[config.mk]
export PLATFORM = sky130hd
export DESIGN_NAME = sudoku_hex2bin_loader_flat
export DESIGN_NICKNAME = d
export VERILOG_FILES = /design/src/rtl/sudoku_hex2bin_loader_if.sv /design/src/rtl/sudoku_hex2bin_loader.sv /design/src/flat_wrapper.sv
export SDC_FILE = /design/constraint.sdc
export NUM_CORES = 1
export LEC_CHECK = 0
export ABC_AREA = 1
export BUFFER_PORTS_ARGS = -buffer_cell sky130_fd_sc_hd__buf_2
export CAP_MARGIN = 0
export CORE_AREA = 2 2 296 298
export DETAILED_ROUTE_END_ITERATION = 8
export DIE_AREA = 0 0 298 300
export PLACE_DENSITY = 0.66
export SYNTH_ARGS = -nofsm -noshare
export SYNTH_HDL_FRONTEND = slang
export SYNTH_SLANG_ARGS = --single-unit
[constraint.sdc]
create_clock -name clk -period 4.35 [get_ports clk]
set_clock_uncertainty 0.1 [all_clocks]
set_input_delay 0.87 -clock clk [delete_from_list [all_inputs] [get_ports clk]]
set_output_delay 0.87 -clock clk [all_outputs]
set_load 0.02 [all_outputs]
[src/rtl/sudoku_hex2bin_loader_if.sv]
// Handshake bundle between a hex-digit source, the board loader and the board checker.
// The master modport drives digits and acks; the slave modport is the loader.
interface sudoku_hex2bin_loader_if #(
    parameter int CELLS = 81,
    parameter int IDX_W = 7
);
    logic               start;
    logic [3:0]         digit_in;
    logic               digit_valid;
    logic               digit_ready;
    logic [CELLS*9-1:0] board;
    logic               board_valid;
    logic               board_ack;
    logic               busy;
    logic [IDX_W-1:0]   cell_idx;
    logic [IDX_W-1:0]   given_count;
    logic               err_digit;

    modport master (
        output start, digit_in, digit_valid, board_ack,
        input  digit_ready, board, board_valid, busy, cell_idx, given_count, err_digit
    );

    modport slave (
        input  start, digit_in, digit_valid, board_ack,
        output digit_ready, board, board_valid, busy, cell_idx, given_count, err_digit
    );
endinterface

[src/rtl/sudoku_hex2bin_loader.sv]
// Streams hex digits into a one-hot Sudoku board; one digit per cycle, board_valid 1 cycle after the last accept.
// Backpressure: digit_ready is high only in LOAD; the board is held in HOLD until board_ack.
module sudoku_hex2bin_loader #(
    parameter int CELLS = 81,
    parameter int IDX_W = 7
) (
    input  logic                    clk,
    input  logic                    rst_n,
    sudoku_hex2bin_loader_if.slave  bus
);
    typedef enum logic [1:0] {IDLE, LOAD, HOLD} state_t;

    state_t     state;
    state_t     state_nxt;
    logic       accept;
    logic [8:0] onehot;
    logic       is_given;
    logic       is_illegal;

    assign accept = bus.digit_valid && bus.digit_ready;

    always_ff @(posedge clk or negedge rst_n) begin
        if (!rst_n) begin
            state <= IDLE;
        end else begin
            state <= state_nxt;
        end
    end

    // start wins over every other event in every state
    always_comb begin
        state_nxt       = state;
        bus.digit_ready = 1'b0;
        bus.busy        = 1'b0;
        case (state)
            IDLE: begin
                if (bus.start) state_nxt = LOAD;
            end
            LOAD: begin
                bus.digit_ready = 1'b1;
                bus.busy        = 1'b1;
                if (bus.start)
                    state_nxt = LOAD;
                else if (accept && bus.cell_idx == IDX_W'(CELLS - 1))
                    state_nxt = HOLD;
            end
            HOLD: begin
                if (bus.start)
                    state_nxt = LOAD;
                else if (bus.board_ack)
                    state_nxt = IDLE;
            end
            default: state_nxt = IDLE;
        endcase
    end

    always_comb begin
        onehot     = '0;
        is_given   = 1'b0;
        is_illegal = 1'b0;
        if (bus.digit_in >= 4'd10) begin
            is_illegal = 1'b1;
        end else if (bus.digit_in != 4'd0) begin
            is_given = 1'b1;
            onehot   = 9'd1 << (bus.digit_in - 4'd1);
        end
    end

    always_ff @(posedge clk or negedge rst_n) begin
        if (!rst_n) begin
            bus.board       <= '0;
            bus.board_valid <= 1'b0;
            bus.cell_idx    <= '0;
            bus.given_count <= '0;
            bus.err_digit   <= 1'b0;
        end else begin
            bus.board_valid <= (state_nxt == HOLD);
            if (bus.start) begin
                bus.board       <= '0;
                bus.cell_idx    <= '0;
                bus.given_count <= '0;
                bus.err_digit   <= 1'b0;
            end else if (accept) begin
                for (int i = 0; i < CELLS; i++) begin
                    if (bus.cell_idx == IDX_W'(i))
                        bus.board[i*9 +: 9] <= onehot;
                end
                bus.cell_idx <= bus.cell_idx + IDX_W'(1);
                if (is_given)
                    bus.given_count <= bus.given_count + IDX_W'(1);
                if (is_illegal)
                    bus.err_digit <= 1'b1;
            end
        end
    end
endmodule

[src/flat_wrapper.sv]
// flat-port wrapper written by rule: the top's interface ports become plain ports
module sudoku_hex2bin_loader_flat 
#(
    parameter int CELLS = 81,
    parameter int IDX_W = 7
)
  (clk, rst_n, bus_start, bus_digit_in, bus_digit_valid, bus_board_ack, bus_digit_ready, bus_board, bus_board_valid, bus_busy, bus_cell_idx, bus_given_count, bus_err_digit);
  sudoku_hex2bin_loader_if #(.CELLS(CELLS), .IDX_W(IDX_W)) bus_i ();
  input  logic clk;
  input  logic rst_n;
  input wire logic [$bits(bus_i.start)-1:0] bus_start;
  input wire logic [$bits(bus_i.digit_in)-1:0] bus_digit_in;
  input wire logic [$bits(bus_i.digit_valid)-1:0] bus_digit_valid;
  input wire logic [$bits(bus_i.board_ack)-1:0] bus_board_ack;
  output wire logic [$bits(bus_i.digit_ready)-1:0] bus_digit_ready;
  output wire logic [$bits(bus_i.board)-1:0] bus_board;
  output wire logic [$bits(bus_i.board_valid)-1:0] bus_board_valid;
  output wire logic [$bits(bus_i.busy)-1:0] bus_busy;
  output wire logic [$bits(bus_i.cell_idx)-1:0] bus_cell_idx;
  output wire logic [$bits(bus_i.given_count)-1:0] bus_given_count;
  output wire logic [$bits(bus_i.err_digit)-1:0] bus_err_digit;
  assign bus_i.start = bus_start;
  assign bus_i.digit_in = bus_digit_in;
  assign bus_i.digit_valid = bus_digit_valid;
  assign bus_i.board_ack = bus_board_ack;
  assign bus_digit_ready = bus_i.digit_ready;
  assign bus_board = bus_i.board;
  assign bus_board_valid = bus_i.board_valid;
  assign bus_busy = bus_i.busy;
  assign bus_cell_idx = bus_i.cell_idx;
  assign bus_given_count = bus_i.given_count;
  assign bus_err_digit = bus_i.err_digit;
  sudoku_hex2bin_loader #(.CELLS(CELLS), .IDX_W(IDX_W)) u_core (.clk(clk), .rst_n(rst_n), .bus(bus_i));
endmodule
==> results.tsv, run 1 <==
metric	value	unit
detailed-route wire length	109000	um
Worst setup SP type	flop	
CP max-delay cell	sky130_fd_sc_hd__nand3_1	
clock tree from TritonCTS	built	
r2r worst-path depth	7	
Die ar.	89400	um^2
tightest slew margin relative to the limit	24.1	%
top cells by count, synth	sky130_fd_sc_hd__dfrtp_1, sky130_fd_sc_hd__nand3_1, sky130_fd_sc_hd__nand2_1	
count of clock tree sinks	747	
Total Routing Usage GR	23.8	%
number of CTS-inserted buffers	80	
routability-driven placement congestion ratio	0.836	
largest net degree at the start of global routing	218	
synthesized net count	3033	
number of antenna violations at the first check in global routing	2	
library cell used as clock root buffer	sky130_fd_sc_hd__clkbuf_16	
maximum VDD drop	335	uV
warning count from the yosys run	0	
first-pass GRT wire length	161000	um
number of flops mapped to enable cells by yosys	0	
number of global-route vias before repair	24100	
leakage	19.6	nW
count of TritonRoute iterations in the first routing pass	8	
distinct cell type count after synthesis	32	
CTS max path bufs	3	
H-tree levels	3	
number of cells upsized or downsized after cts	0	
total negative slack	0	ps
most frequent cell after synthesis	sky130_fd_sc_hd__dfrtp_1	
time the worst path needs with I/O delays and setup	2890	ps
CTS Hold Bufs	0	
total DRC errors in the routed layout	0	
P&R area growth vs syn	23.6	%
setup slack of the worst register-to-register path	1460	ps
Setup Viol. Count Final	0	
Final Hold Viols	0	
post-synthesis async set-or-reset flop share	100	%
commonest register cell after synthesis	sky130_fd_sc_hd__dfrtp_1	
pwr dens	391	nW/um^2
area of the mapped netlist	30400	um^2
Worst-Margin Slew	1140	ps
iteration-0 DRC count of the detailed router	2265	
initial cell density of the core	35.3	%
global route overflow	0	
DP HPWL	72200	um
critical path capture point type	flop	
Avg Cell Area, Syn	10.1	um^2
chip width	298	um
Antenna Violating Nets Remaining	0	
worst-skew pair later-pin latency	620	ps
number of maximum-capacitance constraint violations	0	
I/O pin total	756	
gate count of the mapped netlist	3019	
height of the chip	300	um
core outline area	86200	um^2
clock-pin slew on the worst setup and hold paths	60	ps
ratio of cells with drive above 1 in the final layout	29.1	%
R2R Path Start	u_core.bus.cell_idx[1]	
cell taking the most area after synthesis	sky130_fd_sc_hd__dfrtp_1	
Final period util	66.4	%
class of the worst hold path	primary input to async pin	
number of max-slew violations in the final report	0	
port bufs	755	
via/cell ratio	5.22	
Max Clk Rate	0.346	GHz
reg-to-reg endpoint	u_core.bus.board[158]	
worst-path maximum fanout	17	
number of buffers inserted to repair setup after CTS	0	
Critical Path AT	3250	ps
total via count after detailed routing	25400	
cells along the critical path	inv_1 -> ha_1 -> inv_1 -> nor2_2 -> nand3_1 -> nand3_1 -> o21ai_0	
status	completed	
top-area cell type share of the netlist area	61.4	%
post-layout total power	0.0147	W
dominant cells by area after synthesis	sky130_fd_sc_hd__dfrtp_1, sky130_fd_sc_hd__nand3_1, sky130_fd_sc_hd__nand2_1	
detailed-route wire length per cell	22.5	um
required time at the worst-slack endpoint	4710	ps
number of core rows	108	
part of the Yosys area used for sequential elements	61.4	%
Crit path largest cell delay	740	ps
setup repair after global routing missed its margin	false	
WS Path Type	flop to flop	
Seq cells post-synth	747	
nets	3670	
-- final cells by class --
class / count / area (um^2)
diodes: 1 / 2.50
clock buffers: 116 / 2390
clock inverters: 27 / 320
fillers: 8343 / 48600
inverters: 41 / 185
multi-input cells: 1975 / 10200
flip-flops and latches: 747 / 18700
well taps: 1155 / 1450
repair buffers: 811 / 4370
-- cell families (layout without fill, tap and decap cells) --
group	count (synthesis)	after routing	synth area share, %
other cells	0	1	0
flops	747	747	61.4
xor+xnor	1	1	0.0288
fa+ha+maj	5	5	0.206
compound gates	564	564	9.38
simple gates	1405	1405	23.9
buf+inv	297	995	5.10
-- how the worst max path moves through the flow --
stage | start | endpoint | slack [ps]
floorplan | bus_start | u_core.bus.board[101] | 2230
detailed placement | bus_start | u_core.bus.board[157] | 1080
CTS | u_core.bus.cell_idx[1] | u_core.bus.board[153] | 1300
finish | u_core.bus.cell_idx[1] | u_core.bus.board[158] | 1460
global placement | bus_start | u_core.bus.board[157] | 1190
global route | u_core.bus.cell_idx[1] | u_core.bus.board[155] | 1150
-- layer usage --
layer / GRT usage (%) / vias to the layer above / wire [um]
met4: 9.69 / 0 / 4260
li1: - / 11700 / -
met2: 38.3 / 1075 / 51800
met5: 0 / - / 0
met3: 5.09 / 219 / 7870
met1: 31.3 / 12500 / 45600
-- state kept, by name, summed over array words and instances, names as in the netlist --
name and cells:
u_core.state 2, u_core.bus.given_count 7, u_core.bus.cell_idx 7, u_core.bus.board_valid 1
u_core.bus.err_digit 1, u_core.bus.board 729
-- power by group --
group	switching, W	total [W]	internal (W)
Clock	0.00287	0.00704	0.00417
Sequential	0.0000291	0.00702	0.00699
Combinational	0.000536	0.000654	0.000119
-- worst max-delay path, delay by kind of cell, from the launching register on --
family                     cells  cell delay (ps)
and+or+nand+nor                3             1650
DFF                            1              460
buffers and inverters          2              260
adders and majority gates      1              150
AOI/OAI and AO/OA              1              100
-- cells in the final DEF (no fill, tap or decap), types with 2 or more instances in the layout --
cell type                    instances
sky130_fd_sc_hd__a21oi_1             3
sky130_fd_sc_hd__buf_12             13
sky130_fd_sc_hd__buf_2             754
sky130_fd_sc_hd__buf_4              43
sky130_fd_sc_hd__bufinv_16           6
sky130_fd_sc_hd__clkbuf_1           13
sky130_fd_sc_hd__clkbuf_16          82
sky130_fd_sc_hd__clkbuf_8           21
sky130_fd_sc_hd__clkinv_2           18
sky130_fd_sc_hd__clkinv_4            2
sky130_fd_sc_hd__clkinvlp_4          2
sky130_fd_sc_hd__dfrtp_1           747
sky130_fd_sc_hd__ha_1                5
sky130_fd_sc_hd__inv_1              23
sky130_fd_sc_hd__inv_2               6
sky130_fd_sc_hd__inv_4               5
sky130_fd_sc_hd__inv_6               4
sky130_fd_sc_hd__nand2_1           514
sky130_fd_sc_hd__nand2_2             6
sky130_fd_sc_hd__nand2_4             5
sky130_fd_sc_hd__nand3_1           740
sky130_fd_sc_hd__nand3_2            26
sky130_fd_sc_hd__nand3_4            49
sky130_fd_sc_hd__nand4_1             5
sky130_fd_sc_hd__nor2_1             27
sky130_fd_sc_hd__nor2_2              5
sky130_fd_sc_hd__nor2_4             22
sky130_fd_sc_hd__nor3_1              2
sky130_fd_sc_hd__o21ai_0           345
sky130_fd_sc_hd__o21ai_1           207
sky130_fd_sc_hd__o21ai_2             8
sky130_fd_sc_hd__or2_2               2
-- per-stage QoR --
stage | cell area, um^2 | std cells | worst slack (ps) | hold slack, ps | utilization (%)
after global routing | 37600 | 4872 | 1150 | 254 | 43.6
after floorplan | 30400 | 3019 | 2230 | 416 | -
after detailed placement | 34900 | 4729 | 1080 | 357 | 40.5
final | 37600 | 4873 | 1460 | 202 | 43.6
after global placement | 34900 | 4729 | 1190 | 352 | 40.5
after CTS | 37600 | 4872 | 1300 | 211 | 43.6
Power figures use the tool's default switching activity.
==> run 2, diff against run 1 <==
Clock period 4.35 ns to 2.8 ns, I/O delays scaled along.
==> run 2 against run 1 <==
Net effect:
- cell area grew 0.45%
- flip-flop and latch count is the same
- wire length grew 2.7%
- global-route usage grew 0.58 points
- via count grew 1.6%
- final cell count grew 0.47%
- fmax grew 17%
- non-clock buffer count grew 28
- die area is the same
- largest power group is now registers
==> results.tsv, run 2 (same netlist as run 1, synthesis figures left out) <==
metric	value	unit	change
status	completed		
iteration-0 DRC count of the detailed router	2067		-8.7%
library cell used as clock root buffer	sky130_fd_sc_hd__clkbuf_16		
WS Path Type	flop to flop		
Worst-Margin Slew	860	ps	-279 ps
post-detailed-placement cell area	35300	um^2	+1.1%
CP max-delay cell	sky130_fd_sc_hd__nor2_2		
CTS max path bufs	3		unchanged
final non-filler cell total	4896		+0.47%
largest registers	u_core.bus.board: 729 flops, u_core.bus.cell_idx: 7 flops, u_core.bus.given_count: 7 flops		
port bufs	755		unchanged
time the worst path needs with I/O delays and setup	2480	ps	-414 ps
ratio of cells with drive above 1 in the final layout	29.3	%	+0.14 points
setup repair after global routing missed its margin	false		
P&R area growth vs syn	24.2	%	
flip-flop count of the largest register, all copies and words added	729		unchanged
clock-pin slew on the worst setup and hold paths	60	ps	about the same
Die ar.	89400	um^2	unchanged
class of the worst hold path	primary input to flop		
global route overflow	0		unchanged
Net Sw Frac	23.8	%	+0.44 points
via/cell ratio	5.28		+1.1%
number of maximum-capacitance constraint violations	0		unchanged
CTS Hold Bufs	1		+1
maximum VDD drop	465	uV	+39%
initial cell density of the core	35.3	%	unchanged
Critical Path AT	2840	ps	-410 ps
number of antenna violations at the first check in global routing	3		+1
Final Hold Viols	0		unchanged
switching power of the nets	0.00530	W	+54%
height of the chip	300	um	unchanged
number of max-slew violations in the final report	0		unchanged
cells along the critical path	inv_1 -> ha_1 -> inv_1 -> nor2_2 -> buf_4 -> nand3_2 -> nand3_1 -> o21ai_0		
design area	37800	um^2	+0.45%
worst-path maximum fanout	17		unchanged
first-pass GRT wire length	165000	um	+2.1%
chip width	298	um	unchanged
Max Clk Rate	0.404	GHz	+17%
Final period util	88.4	%	+22 points
worst-skew pair later-pin latency	630	ps	about the same
largest net degree at the start of global routing	147		-33%
H-tree levels	3		unchanged
Fillers	8335		-0.096%
number of placed instances, taps included	4756		+0.57%
number of global-route vias before repair	24700		+2.6%
pwr dens	589	nW/um^2	+51%
Worst setup SP type	flop		
combinational share of power	4.8	%	+0.4 points
Antenna Violating Nets Remaining	0		unchanged
number of buffers inserted to repair setup after CTS	0		unchanged
number of cells upsized or downsized after cts	0		unchanged
most used cells in the layout excluding fill and tap cells	sky130_fd_sc_hd__buf_2, sky130_fd_sc_hd__dfrtp_1, sky130_fd_sc_hd__nand3_1		
clock power share	46.2	%	-1.7 points
clock tree from TritonCTS	built		
total DRC errors in the routed layout	0		unchanged
number of CTS-inserted buffers	80		unchanged
number of core rows	108		unchanged
most common cell type on the critical path	sky130_fd_sc_hd__inv_1		
core outline area	86200	um^2	unchanged
count of clock tree sinks	747		unchanged
count of TritonRoute iterations in the first routing pass	6		-2
proportion of power drawn by flip-flops and latches	49.0	%	+1.3 points
largest register by flop count	u_core.bus.board		
detailed-route wire length	112000	um	+2.7%
post-route worst hold slack	126	ps	-76.3 ps
nets	3698		+0.76%
total negative slack	0	ps	unchanged
required time at the worst-slack endpoint	3160	ps	-1550 ps
I/O pin total	756		unchanged
cell-internal power	0.0170	W	+50%
detailed-route wire length per cell	23.0	um	+2.2%
Crit path largest cell delay	450	ps	-290 ps
Setup Viol. Count Final	0		unchanged
critical path capture point type	flop		
DP HPWL	74300	um	+2.9%
tightest slew margin relative to the limit	42.7	%	+19 points
total via count after detailed routing	25800		+1.6%
leakage	19.7	nW	+0.42%
routability-driven placement congestion ratio	0.814		-2.7%
most frequent standard cell in the layout excluding fill and tap cells	sky130_fd_sc_hd__buf_2		
Total Routing Usage GR	24.4	%	+0.58 points
-- run 2: changes by cell type in the layout (fill, tap and decap cells not counted) --
cell,delta
sky130_fd_sc_hd__bufinv_16,-4
sky130_fd_sc_hd__clkinv_2,-6
sky130_fd_sc_hd__inv_6,+1
sky130_fd_sc_hd__clkbuf_1,+8
sky130_fd_sc_hd__clkinv_4,-1
sky130_fd_sc_hd__buf_4,+13
sky130_fd_sc_hd__clkbuf_8,-4
sky130_fd_sc_hd__buf_12,+14
sky130_fd_sc_hd__dlygate4sd3_1,+1
sky130_fd_sc_hd__diode_2,+3
sky130_fd_sc_hd__clkbuf_16,-2
-- run 2: layer usage --
layer	GRT usage [%]	vias to the layer above	routed length, um	part of all wire [%]
li1	-	11700	-	-
met2	39.5	1187	53300	47
met1	31.3	12700	45900	41
met3	5.91	216	8900	7.9
met4	10.4	0	4400	3.9
met5	0	-	0	0
-- run 2: final timing paths --
path	cells past startpoint	endpoint	slack [ps]	startpoint
min	3	u_core.state[1]	130	bus_board_ack
min reg2reg	2	u_core.bus.board[137]	370	u_core.bus.board[137]
max in group asynchronous	4	u_core.bus.board[3]	1210	rst_n
max	8	u_core.bus.board[599]	320	u_core.bus.cell_idx[0]
min in group asynchronous	2	u_core.bus.board[509]	340	rst_n
max reg2reg	8	u_core.bus.board[599]	320	u_core.bus.cell_idx[0]
-- run 2: final cells by class --
cell class	count	area (um^2)	area share (%)
Sequential cell	747	18700	49.5
Tap cell	1155	1450	3.82
Clock inverter	17	170	0.450
Clock buffer	118	2310	6.12
Antenna cell	4	10.0	0.0265
Multi-Input combinational cell	1975	10200	27.0
Inverter	41	185	0.490
Timing Repair Buffer	839	4760	12.6
-- run 2: worst max-delay path: cells and delay by family, from the launching register on --
| kind | cells | cell delay (ps) |
|---|---|---|
| AO/OA/AOI/OAI | 1 | 100 |
| flip-flops | 1 | 430 |
| AND/OR/NAND/NOR | 3 | 950 |
| buffers and inverters | 3 | 550 |
| adder cells (fa/ha/maj) | 1 | 180 |
-- run 2: stage by stage --
stage | power (W) | utilization (%) | setup slack, ps
floorplan | 0.0116 | - | 841
global placement | 0.0122 | 40.9 | 365
detailed placement | 0.0122 | 40.9 | 284
CTS | 0.0225 | 43.8 | 280
global route | 0.0230 | 43.8 | 159
finish | 0.0223 | 43.8 | 324
-- run 2: power groups by stage --
stage | clock, W | combinational, W | sequential, W
4_1_cts | 0.0105 | 0.00108 | 0.0109
3_3_place_gp | 0 | 0.00107 | 0.0111
6_report | 0.0103 | 0.00106 | 0.0109
3_5_place_dp | 0 | 0.00107 | 0.0111
2_1_floorplan | 0 | 0.000427 | 0.0112
5_1_grt | 0.0109 | 0.00116 | 0.0109
